`config.mk`:
```
export PLATFORM = sky130hd
export DESIGN_NAME = uart_rs232_rx
export DESIGN_NICKNAME = d
export VERILOG_FILES = /design/src/rtl/uart_rs232_rx_pkg.sv /design/src/rtl/uart_rs232_rx_sync2.sv /design/src/rtl/uart_rs232_rx.sv
export SDC_FILE = /design/constraint.sdc
export NUM_CORES = 1
export LEC_CHECK = 0
export CAP_MARGIN = 40
export CORE_ASPECT_RATIO = 1.25
export CORE_MARGIN = 1
export CORE_UTILIZATION = 35
export DETAILED_ROUTE_END_ITERATION = 7
export GPL_TIMING_DRIVEN = 0
export PLACE_DENSITY = 0.52
export SKIP_CTS_REPAIR_TIMING = 1
export SLEW_MARGIN = 20
export SYNTH_ARGS = -nofsm -noshare
export SYNTH_HDL_FRONTEND = slang
export SYNTH_SLANG_ARGS = --single-unit
```
`constraint.sdc`:
```
create_clock -name Clk -period 2.2 [get_ports Clk]
set_input_delay 0.22 -clock Clk [delete_from_list [all_inputs] [get_ports Clk]]
set_output_delay 0.22 -clock Clk [all_outputs]
set_load 0.01 [all_outputs]
```
`src/rtl/uart_rs232_rx_pkg.sv`:
```
// Shared UART definitions: receiver state encoding, framing limits and
// small helpers used by the RS-232 transmitter and receiver.
package uart_rs232_rx_pkg;

    typedef enum logic [2:0] {
        ST_IDLE  = 3'd0,
        ST_START = 3'd1,
        ST_DATA  = 3'd2,
        ST_STOP  = 3'd3,
        ST_BREAK = 3'd4
    } rx_state_t;

    localparam int          OVERSAMPLE_DEF = 16;
    localparam logic [3:0]  NBITS_MIN      = 4'd5;
    localparam logic [3:0]  NBITS_MAX      = 4'd8;

    // Out-of-range frame lengths fall back to a full byte.
    function automatic logic [3:0] nbits_sanitize(input logic [3:0] n);
        return (n >= NBITS_MIN && n <= NBITS_MAX) ? n : NBITS_MAX;
    endfunction

    // Bits enter at the MSB end of the shift register, so an n-bit frame
    // sits in the top n bits; shifting down right-justifies and zero-fills.
    function automatic logic [7:0] justify(input logic [7:0] sr, input logic [3:0] n);
        return sr >> (NBITS_MAX - n);
    endfunction

endpackage

```
`src/rtl/uart_rs232_rx_sync2.sv`:
```
// Two-flop synchronizer for the asynchronous serial line; resets to the
// idle (high) level so a reset never looks like a start bit.
module uart_sync2 (
    input  logic clk,
    input  logic rst_n,
    input  logic d,
    output logic q
);

    logic meta;

    // Two back-to-back flops to resolve metastability.
    always_ff @(posedge clk or negedge rst_n) begin
        if (!rst_n) begin
            meta <= 1'b1;
            q    <= 1'b1;
        end else begin
            meta <= d;
            q    <= meta;
        end
    end

endmodule

```
`src/rtl/uart_rs232_rx.sv`:
```
// RS-232 receiver: oversampled start detection, mid-bit data sampling,
// stop-bit check with framing-error flag and break-state hold-off.
module uart_rs232_rx
    import uart_rs232_rx_pkg::*;
#(
    parameter int OVERSAMPLE = OVERSAMPLE_DEF
) (
    input  logic       Clk,
    input  logic       Rst_n,
    input  logic       RxEn,
    input  logic       Rx,
    input  logic       Tick,
    input  logic [3:0] NBits,
    output logic [7:0] RxData,
    output logic       RxDone,
    output logic       FrameErr
);

    localparam int             CNT_W    = $clog2(OVERSAMPLE);
    localparam logic [CNT_W-1:0] CNT_MID  = CNT_W'(OVERSAMPLE / 2 - 1);
    localparam logic [CNT_W-1:0] CNT_LAST = CNT_W'(OVERSAMPLE - 1);

    logic             rx_s;
    rx_state_t        state_q,    state_nxt;
    logic [CNT_W-1:0] cnt_q,      cnt_nxt;
    logic [3:0]       bit_cnt_q,  bit_cnt_nxt;
    logic [3:0]       nbits_q,    nbits_nxt;
    logic [7:0]       shift_q,    shift_nxt;
    logic [7:0]       rx_data_q,  rx_data_nxt;
    logic             frame_err_q, frame_err_nxt;
    logic             rx_done_q,  rx_done_nxt;
    logic [3:0]       bit_cnt_inc;

    uart_sync2 u_sync (
        .clk   (Clk),
        .rst_n (Rst_n),
        .d     (Rx),
        .q     (rx_s)
    );

    assign bit_cnt_inc = bit_cnt_q + 4'd1;

    // Next-state and datapath update; everything advances only on Tick,
    // except the enable abort and the single-cycle RxDone pulse.
    always_comb begin
        state_nxt     = state_q;
        cnt_nxt       = cnt_q;
        bit_cnt_nxt   = bit_cnt_q;
        nbits_nxt     = nbits_q;
        shift_nxt     = shift_q;
        rx_data_nxt   = rx_data_q;
        frame_err_nxt = frame_err_q;
        rx_done_nxt   = 1'b0;

        if (!RxEn) begin
            state_nxt = ST_IDLE;
        end else if (Tick) begin
            case (state_q)
                ST_IDLE: begin
                    if (!rx_s) begin
                        state_nxt = ST_START;
                        cnt_nxt   = '0;
                        nbits_nxt = nbits_sanitize(NBits);
                    end
                end
                ST_START: begin
                    if (cnt_q == CNT_MID) begin
                        if (!rx_s) begin
                            state_nxt   = ST_DATA;
                            cnt_nxt     = '0;
                            bit_cnt_nxt = 4'd0;
                        end else begin
                            // Line went back high before mid start bit: glitch.
                            state_nxt = ST_IDLE;
                        end
                    end else begin
                        cnt_nxt = cnt_q + CNT_W'(1);
                    end
                end
                ST_DATA: begin
                    if (cnt_q == CNT_LAST) begin
                        shift_nxt   = {rx_s, shift_q[7:1]};
                        cnt_nxt     = '0;
                        bit_cnt_nxt = bit_cnt_inc;
                        if (bit_cnt_inc == nbits_q) begin
                            state_nxt = ST_STOP;
                        end
                    end else begin
                        cnt_nxt = cnt_q + CNT_W'(1);
                    end
                end
                ST_STOP: begin
                    if (cnt_q == CNT_LAST) begin
                        rx_data_nxt   = justify(shift_q, nbits_q);
                        frame_err_nxt = ~rx_s;
                        rx_done_nxt   = 1'b1;
                        cnt_nxt       = '0;
                        state_nxt     = rx_s ? ST_IDLE : ST_BREAK;
                    end else begin
                        cnt_nxt = cnt_q + CNT_W'(1);
                    end
                end
                ST_BREAK: begin
                    // Hold off start detection until the line is released.
                    if (rx_s) begin
                        state_nxt = ST_IDLE;
                    end
                end
                default: begin
                    state_nxt = ST_IDLE;
                end
            endcase
        end
    end

    // State, counters and output registers.
    always_ff @(posedge Clk or negedge Rst_n) begin
        if (!Rst_n) begin
            state_q     <= ST_IDLE;
            cnt_q       <= '0;
            bit_cnt_q   <= 4'd0;
            nbits_q     <= NBITS_MAX;
            shift_q     <= 8'h00;
            rx_data_q   <= 8'h00;
            frame_err_q <= 1'b0;
            rx_done_q   <= 1'b0;
        end else begin
            state_q     <= state_nxt;
            cnt_q       <= cnt_nxt;
            bit_cnt_q   <= bit_cnt_nxt;
            nbits_q     <= nbits_nxt;
            shift_q     <= shift_nxt;
            rx_data_q   <= rx_data_nxt;
            frame_err_q <= frame_err_nxt;
            rx_done_q   <= rx_done_nxt;
        end
    end

    assign RxData   = rx_data_q;
    assign RxDone   = rx_done_q;
    assign FrameErr = frame_err_q;

endmodule
```
==> flow_summary_export.csv <==
group,metric,value,unit
critical_path,timing.rr.start,"nbits_q[0]$_DFFE_PN0P_",
die,die_h,85.1,µm
timing,period_needed,2.08,ns
timing,finalMaxSlewViolations,0,
clock_network,clkTransAtPathRegs,0.08,ns
power_and_ir_drop,intPower,1.17,mW
timing,max-slew-margin-rel,68.9,%
critical_path,crit_type,"flip-flop to flip-flop",
logic_synthesis,synthArstFlopShare,100,%
power_and_ir_drop,total_power,1.59,mW
clock_network,htreeDepth,2,
logic_synthesis,synth_area,1930,µm²
finish,diodes,0,
flow_run,cap_violations,0,
global_routing,grt_pass1_vias,1502,
logic_synthesis,synthFlopType,"dfrtp_1",
power_and_ir_drop,switching_power,425,µW
timing,fmax,0.481,GHz
routing,wirelength,3930,µm
routing,drt-initial-drc-count,58,
placed_design,port_buffers,18,
placed_design,dp_hpwl,2980,µm
finish,finalInstanceArea,2370,µm²
worst_hold_path,hold_class,"input pin to async pin",
finish,area_growth,22.5,%
global_routing,grt.total_usage,15.9,%
power_and_ir_drop,ir_drop,0.000322,V
routing,wire_per_inst,14.2,µm
finish,drive_gt1_share,22.4,%
die,dieArea,5830,µm²
logic_synthesis,ys_seq_elements,35,
clock_network,clk-insertion-delay-late,0.29,ns
routing,viasPerCell,5.33,
power_and_ir_drop,p_leak,1.00,nW
logic_synthesis,syn_inst,184,
routing,drc,0,
die,fp-row-count,29,
finish,nets,225,
finish,layout_common_cells,"32 x dfrtp_1, 26 x nand2_1, 17 x clkdlybuf4s50_1",
power_and_ir_drop,swShare,26.6,%
routing,vias,1471,
critical_path,crit_arrival,2.29,ns
timing,skew,0.00954,ns
critical_path,cp-startpoint,"nbits_q[0]$_DFFE_PN0P_",
global_routing,grt_first_pass_wirelength,6940,µm
clock_network,clockRootBuffer,"clkbuf_8",
finish,fillers,530,
power_and_ir_drop,p_seq_share,43.8,%
outcome,outcome,"complete, no violations",
timing,rsz0062_at_grt,"false",
power_and_ir_drop,pwr-share-clk,37.7,%
timing,max_slew.worst_pin.slew,0.462,ns
finish,final_util,45.6,%
critical_path,cp-end-kind,"flip-flop",
timing,finalCritPeriodShare,94.4,%
die,die_w,68.5,µm
routing,ant_nets,0,
logic_synthesis,ys_seq_area_share,45.5,%
die,initial_core_util,37.3,%
logic_synthesis,ys_types,51,
critical_path,crit_required,2.41,ns
die,core,5190,µm²
clock_network,clock_path_buffers,2,
clock_network,cts_buffers,5,
logic_synthesis,syn_area_per_cell,10.5,µm²
finish,mostFrequentLayoutCell,"dfrtp_1",
clock_network,cts_tree,"yes",
power_and_ir_drop,comb_power_share,18.6,%
routing,firstDrtPassIters,4,
timing,hold_viol_final,0,
placed_design,gp_congestion,0.804,
critical_path,critical_path.max_fanout,10,
timing,setup_viol,0,
global_routing,grt_max_degree,27,
critical_path,startpoint_type,"flip-flop",
power_and_ir_drop,power.density,673,nW/µm²
logic_synthesis,ys_warn_count,0,
logic_synthesis,syn-num-nets,196,
die,io_pins,19,
global_routing,gr-total-overflow,0,
global_routing,antenna_found_initial,0,
logic_synthesis,synth_edf_count,0,
placed_design,placed_cell_area,2210,µm²
clock_network,cts.sinks,35,
[critical path, cell delays in order, from the launching register on]
cell        delay, ns
dfrtp_1          0.32
clkbuf_4         0.23
clkinvlp_4       0.14
ha_1             0.28
buf_2            0.24
mux2i_1          0.18
mux4_2           0.48
o21ai_1          0.13
[cell type report]
type / instances / area, µm² / share of cell area, %
Multi-Input combinational cell: 132 / 975 / 41.2
Inverter: 7 / 35.0 / 1.48
Buffer: 10 / 66.3 / 2.80
Clock buffer: 6 / 82.6 / 3.49
Timing Repair Buffer: 22 / 218 / 9.19
Clock inverter: 2 / 35.0 / 1.48
Tap cell: 62 / 77.6 / 3.28
Sequential cell: 35 / 880 / 37.1
[synthesized netlist by cell type (2+ instances only)]
cell / number / area share, %
nand3b_1: 2 / 0.78
nor3_1: 5 / 1.3
buf_2: 6 / 1.6
o211ai_1: 2 / 0.78
dfrtp_1: 32 / 41
nor2b_1: 2 / 0.65
nor4_1: 2 / 0.65
dfstp_2: 3 / 4.1
o21ai_0: 9 / 2.3
ha_1: 3 / 1.9
nand2_1: 26 / 5.0
mux2_2: 9 / 5.2
buf_6: 2 / 1.2
mux2i_1: 7 / 3.6
mux4_2: 2 / 2.3
xnor2_1: 6 / 2.7
nand2b_1: 2 / 0.65
nor2_1: 5 / 0.97
inv_1: 5 / 0.97
o21ai_1: 7 / 1.8
a22o_1: 2 / 0.91
a21oi_1: 5 / 1.3
a31oi_1: 3 / 0.97
nand3_1: 7 / 1.8
xor2_1: 3 / 1.4
o31ai_1: 2 / 0.78
[power groups by stage]
stage / combinational, mW / sequential [mW] / clock (mW)
final: 0.296 / 0.698 / 0.600
after global routing: 0.329 / 0.701 / 0.655
after CTS: 0.282 / 0.697 / 0.624
after detailed placement: 0.282 / 0.709 / 0
after global placement: 0.270 / 0.707 / 0
after floorplan: 0.208 / 0.703 / 0
[per-layer routing]
| layer | vias up | track usage, % | part of all wire, % |
|---|---|---|---|
| met5 | - | 0 | 0 |
| met4 | 0 | 5.68 | 1.5 |
| met3 | 6 | 3.63 | 3.1 |
| met2 | 27 | 28.3 | 55 |
| met1 | 723 | 17.9 | 40 |
| li1 | 715 | - | - |
[state kept, by name (all words and copies together), names as in the netlist]
signal / flops
bit_cnt_q: 4
u_sync.meta: 1
nbits_q: 4
RxDone: 1
cnt_q: 4
u_sync.q: 1
shift_q: 8
FrameErr: 1
state_q: 3
RxData: 8
[cell families after synthesis]
family | share of synthesized area (%)
buf+inv | 4.92
fa+ha+maj | 1.94
simple gates | 18.2
xor+xnor | 5.31
flops | 45.5
compound gates | 12.2
mux | 12.0
[worst paths after layout]
| check | depth (start not counted) | end | slack [ns] |
|---|---|---|---|
| hold reg to reg | 0 | u_sync.q$_DFF_PN1_ | 0.36 |
| setup / recovery | 7 | RxData[1]$_DFFE_PN0P_ | 0.12 |
| max in group asynchronous | 3 | u_sync.meta$_DFF_PN1_ | 1.38 |
| hold / removal | 2 | RxDone$_DFF_PN0_ | 0.32 |
| setup reg to reg | 7 | RxData[1]$_DFFE_PN0P_ | 0.12 |
| min in group Clk | 1 | u_sync.meta$_DFF_PN1_ | 0.34 |
[stage by stage]
stage          cells  worst slack, ns  setup TNS (ns)  hold slack (ns)
3_3_place_gp     264          -0.0636          -0.156            0.346
3_5_place_dp     265           -0.113          -0.262            0.104
5_1_grt          276           0.0187               0            0.342
2_1_floorplan    184            0.224               0          -0.0756
6_report         276            0.122               0            0.322
4_1_cts          273           -0.147          -0.355           -0.215
No activity file was read; power rests on OpenSTA's default activity.
